--- src/rtl/clock_pkg.sv ---
// Shared definitions for the time-of-day path: BCD field width, field limits
// and the small BCD helpers used by the counters and the load validation.
package clock_pkg;

    localparam int BCD_W = 8;

    localparam logic [BCD_W-1:0] SEC_MAX     = 8'h59;
    localparam logic [BCD_W-1:0] MIN_MAX     = 8'h59;
    localparam logic [BCD_W-1:0] HOUR_MAX_24 = 8'h23;
    localparam logic [BCD_W-1:0] HOUR_MAX_12 = 8'h11;

    // True when both nibbles are decimal digits and the value does not exceed
    // max. Packed BCD with legal digits orders the same way as its decimal value,
    // so a plain unsigned compare against a BCD limit is exact.
    function automatic logic bcd_in_range(input logic [BCD_W-1:0] val,
                                          input logic [BCD_W-1:0] max);
        return (val[7:4] <= 4'd9) && (val[3:0] <= 4'd9) && (val <= max);
    endfunction

    // Two-digit BCD increment; ones 9 carries into tens. Callers handle the
    // field wrap, so tens never needs to roll over here.
    function automatic logic [BCD_W-1:0] bcd_inc(input logic [BCD_W-1:0] val);
        if (val[3:0] == 4'd9)
            return {val[7:4] + 4'd1, 4'd0};
        else
            return {val[7:4], val[3:0] + 4'd1};
    endfunction

    // Converts a small decimal constant (0..99) into packed BCD.
    function automatic logic [BCD_W-1:0] to_bcd(input int n);
        logic [3:0] tens;
        logic [3:0] ones;
        tens = 4'(n / 10);
        ones = 4'(n % 10);
        return {tens, ones};
    endfunction

endpackage

--- src/rtl/bcd_mod_counter.sv ---
// Two-digit packed-BCD counter that wraps from MAX back to 00. Load has
// priority over increment; wrap flags the increment that rolls the field over
// so counters can be chained wrap -> inc.
module bcd_mod_counter
    import clock_pkg::*;
#(
    parameter logic [BCD_W-1:0] MAX = SEC_MAX
) (
    input  logic             clk,
    input  logic             rst,
    input  logic             inc,
    input  logic             load,
    input  logic [BCD_W-1:0] load_val,
    output logic [BCD_W-1:0] value,
    output logic             wrap
);

    logic at_max;

    assign at_max = (value == MAX);
    assign wrap   = inc & at_max;

    // Field register: reset to 00, then load, then count with wrap at MAX.
    always_ff @(posedge clk) begin
        if (rst) begin
            value <= '0;
        end else if (load) begin
            value <= load_val;
        end else if (inc) begin
            value <= at_max ? '0 : bcd_inc(value);
        end
    end

endmodule

--- src/rtl/time_counter.sv ---
// Time-of-day counter: hh:mm:ss in packed BCD advanced by the 1 Hz strobe,
// with rollover strobes for alarm/date logic and a validated single-cycle load
// from the setting UI. Priority is rst > load request > advance.
module time_counter
    import clock_pkg::*;
#(
    parameter int HOUR_MAX = 23
) (
    input  logic             clk,
    input  logic             rst,
    input  logic             en_1hz,
    input  logic             run,
    input  logic             set_req,
    input  logic [BCD_W-1:0] set_hh,
    input  logic [BCD_W-1:0] set_mm,
    input  logic [BCD_W-1:0] set_ss,
    output logic             set_ack,
    output logic             set_err,
    output logic [BCD_W-1:0] hour_bcd,
    output logic [BCD_W-1:0] min_bcd,
    output logic [BCD_W-1:0] sec_bcd,
    output logic             min_tick,
    output logic             hour_tick,
    output logic             day_tick
);

    localparam logic [BCD_W-1:0] HOUR_MAX_BCD = to_bcd(HOUR_MAX);

    logic set_valid;
    logic do_load;
    logic advance;
    logic sec_wrap;
    logic min_wrap;
    logic hour_wrap;

    // A pending request always blocks the advance, even when it is rejected,
    // so a colliding second is dropped and no strobe can come from a load.
    assign set_valid = bcd_in_range(set_hh, HOUR_MAX_BCD)
                     & bcd_in_range(set_mm, MIN_MAX)
                     & bcd_in_range(set_ss, SEC_MAX);
    assign do_load   = set_req & set_valid;
    assign advance   = en_1hz & run & ~set_req;

    bcd_mod_counter #(.MAX(SEC_MAX)) u_sec (
        .clk      (clk),
        .rst      (rst),
        .inc      (advance),
        .load     (do_load),
        .load_val (set_ss),
        .value    (sec_bcd),
        .wrap     (sec_wrap)
    );

    bcd_mod_counter #(.MAX(MIN_MAX)) u_min (
        .clk      (clk),
        .rst      (rst),
        .inc      (sec_wrap),
        .load     (do_load),
        .load_val (set_mm),
        .value    (min_bcd),
        .wrap     (min_wrap)
    );

    bcd_mod_counter #(.MAX(HOUR_MAX_BCD)) u_hour (
        .clk      (clk),
        .rst      (rst),
        .inc      (min_wrap),
        .load     (do_load),
        .load_val (set_hh),
        .value    (hour_bcd),
        .wrap     (hour_wrap)
    );

    // Strobe and handshake registers, aligned with the field update they report.
    always_ff @(posedge clk) begin
        if (rst) begin
            set_ack   <= 1'b0;
            set_err   <= 1'b0;
            min_tick  <= 1'b0;
            hour_tick <= 1'b0;
            day_tick  <= 1'b0;
        end else begin
            set_ack   <= do_load;
            set_err   <= set_req & ~set_valid;
            min_tick  <= sec_wrap;
            hour_tick <= min_wrap;
            day_tick  <= hour_wrap;
        end
    end

endmodule

--- config.mk ---
export PLATFORM = sky130hd
export DESIGN_NAME = time_counter
export DESIGN_NICKNAME = d
export VERILOG_FILES = /design/src/rtl/clock_pkg.sv /design/src/rtl/bcd_mod_counter.sv /design/src/rtl/time_counter.sv
export SDC_FILE = /design/constraint.sdc
export NUM_CORES = 1
export LEC_CHECK = 0
export ABC_CLOCK_PERIOD_IN_PS = 2750
export CAP_MARGIN = 25
export CORE_AREA = 2 2 64 66
export CTS_BUF_LIST = sky130_fd_sc_hd__clkbuf_4
export DETAILED_ROUTE_END_ITERATION = 10
export DIE_AREA = 0 0 66 68
export GPL_TIMING_DRIVEN = 1
export PLACE_DENSITY = 0.84
export SYNTH_ARGS = -nofsm -noshare
export SYNTH_HDL_FRONTEND = slang
export SYNTH_SLANG_ARGS = --single-unit
export TNS_END_PERCENT = 30
--- constraint.sdc ---
create_clock -name clk -period 2.75 [get_ports clk]
set_input_delay 0.275 -clock clk [delete_from_list [all_inputs] [get_ports clk]]
set_output_delay 0.275 -clock clk [all_outputs]
set_load 0.02 [all_outputs]
==> out/metrics.yaml <==
drt_pass1_iterations: 4
start_util_pct: 48.57
ctsHoldBuffers: 0
met1_usage_pct: 33.27
grt_pass1_vias: 1838
dieArea_um2: 4488
initialDrtViolationCount: 176
wl_per_cell_um: 16.77
die_w_um: 66
maxCapViolations: 0
critPathLaunchType: "flip-flop"
fin_ws_ps: 536.5
clkSinkCount: 29
grt_pass1_wl_um: 8735
stdcell_area_um2: 2524
critPathKind: "flip-flop to flip-flop"
wirelength_um: 5401
antenna_found_initial: 0
post-route-util_pct: 65.44
drcViolationCount: 0
synth_common_cells: "29 x dfxtp_1, 15 x nor4_1, 14 x o21ai_0"
antenna_cells: 0
netSwitchingPower_mw: 0.2086
irDropWorstVdd_v: 0.0001922
post-cts-setup-buffers: 0
path_max_fanout: 15
syn_area_um2: 1873
core_um2: 3856
syn2layout_area_growth_pct: 34.74
place_area_um2: 2475
leakagePower_nw: 0.8354
clk_path_buf_depth: 2
ys_seq_area_share_pct: 31.00
slew_headroom_pct: 50.03
syn_nets: 258
grt_max_degree: 23
yosysWarnings: 0
crit_path_end_kind: "flip-flop"
slew_viol_final: 0
rows: 23
status: "finished, final reports clean"
grt-ovfl-total: 0
layout-drive-gt1-share_pct: 8.824
tightestPinTransition_ps: 748.5
die_h_um: 68
clkPwrFrac_pct: 32.9
place.gp.congestion: 0.8991
switching_share_pct: 26.51
path_clk_slew_ps: 90
synth_top_area_share_pct: 31.00
ctsResizeCount: 0
period_share_pct: 80.49
clock_skew_ps: 7.135
synth_ff_type: "dfxtp_1"
arrival_ps: 2470
vias_per_cell: 6.227
finalCriticalPeriod_ps: 2213
antenna_left: 0
grt_use_met2_pct: 41.79
max_freq_mhz: 451.8
grt_usage_pct: 25.16
fill_cells: 347
fin_nets: 313
portBuffers: 57
powerDensity_nw_per_um2: 311.9
combPwrFrac_pct: 13.1
ys_seq_elements: 29
cts_tree: "done"
use_met3_pct: 4.276
ios: 58
synth_area_leaders: "dfxtp_1 31%, ha_1 8.0%, nor4_1 5.0%, a311oi_1 4.2%, o21ai_0 3.7%"
grt.busiest_layer: "met2"
required_ps: 3010
synth.distinct_cells: 52
setup_viol: 0
synth.most_common_cell: "dfxtp_1"
min_path_type: "flip-flop to flip-flop"
regArea_um2: 580.6
p_int_mw: 0.5784
vias: 2005
ys_async_sr_fraction_pct: 0
numCtsBuffers: 5
finalHoldViolations: 0
synth_edf_count: 0
dp.final_hpwl_um: 3935
dpl_worst_slack_ps: 529.5
synth.largest_area_cell: "dfxtp_1"
clockRootBuffer: "clkbuf_4"
clk_latency_ps: 330
syn_inst: 217
multiInputGateArea_um2: 1182
cts_htree_levels: 2
final.setup.tns_ps: 0
syn_avg_cell_area_um2: 8.632
rsz0062_at_grt: "false"
power_frac_seq_pct: 54.1
[placed cells by master, fill, tap and decap left out, types with 3 or more instances in the layout]
cell / count
or4_1: 4
o41ai_1: 7
nand3_1: 3
nand4_1: 4
buf_4: 6
nand3b_1: 4
o31ai_1: 3
a22oi_1: 3
inv_1: 8
a31oi_1: 8
clkbuf_4: 6
ha_1: 12
nor4_1: 15
nand2_1: 12
a21oi_1: 3
dfxtp_1: 29
and3b_1: 3
or3_1: 4
clkdlybuf4s50_1: 57
nor3_1: 7
a211oi_1: 6
a311oi_1: 9
nor2_1: 10
o21ai_0: 14
and3b_2: 3
[through the flow]
step                      hold slack (ps)  power [mW]  std cells
after CTS                           550.1      0.7876        322
final                               553.2      0.7870        322
after floorplan                     460.4      0.4752        217
after global placement              526.0      0.5358        315
after global routing                577.4      0.8113        322
after detailed placement            533.6      0.5368        315
[path summary, 6_finish.rpt]
path | from | end | slack (ps) | depth (start not counted)
setup / recovery | u_sec.value[0] | u_hour.value[1] | 540 | 5
hold / removal | u_min.value[7] | u_min.value[7] | 550 | 2
setup reg to reg | u_sec.value[0] | u_hour.value[1] | 540 | 5
hold reg to reg | u_min.value[7] | u_min.value[7] | 550 | 2
[area by class of cell]
class / instances / share of cell area (%)
multi-input combinational: 164 / 46.85
timing repair buffer: 63 / 24.39
sequential: 29 / 23.00
tap: 50 / 2.479
clock buffer: 6 / 1.785
inverter: 9 / 1.339
clock inverter: 1 / 0.1487
[worst max-delay path: stages, from the launching register on]
cell and delay, ps:
dfxtp_1 430, ha_1 230, and3b_1 390, nand3_2 330, or4_1 590, a31oi_1 170
[sequential cells by signal, summed over array words and instances (netlist names)]
signal and count:
u_hour.value 8, u_min.value 8, u_sec.value 8, day_tick 1, hour_tick 1, min_tick 1
set_ack 1, set_err 1
[per-layer routing]
layer	wire [um]	share of wire, %
met4	80	1.5
met5	0	0
met2	2686	50
met3	363	6.7
met1	2270	42
[logic make-up (layout without fill, tap and decap cells)]
kind of cell / after synthesis / count (layout) / synth area share, %
and+or+nand+nor: 87 / 87 / 29.79
AOI/OAI and AO/OA: 64 / 64 / 24.78
DFF: 29 / 29 / 31.00
buffers and inverters: 24 / 79 / 5.878
adders and majority gates: 12 / 12 / 8.016
muxes: 1 / 1 / 0.5344
[power by group through the flow]
stage	clock [mW]	combinational, mW	sequential, mW
floorplan	0	0.0370	0.438
CTS	0.260	0.102	0.425
global placement	0	0.101	0.435
finish	0.259	0.103	0.425
detailed placement	0	0.102	0.435
global route	0.275	0.111	0.426
Note: power is estimated with default switching activity, not from simulation.
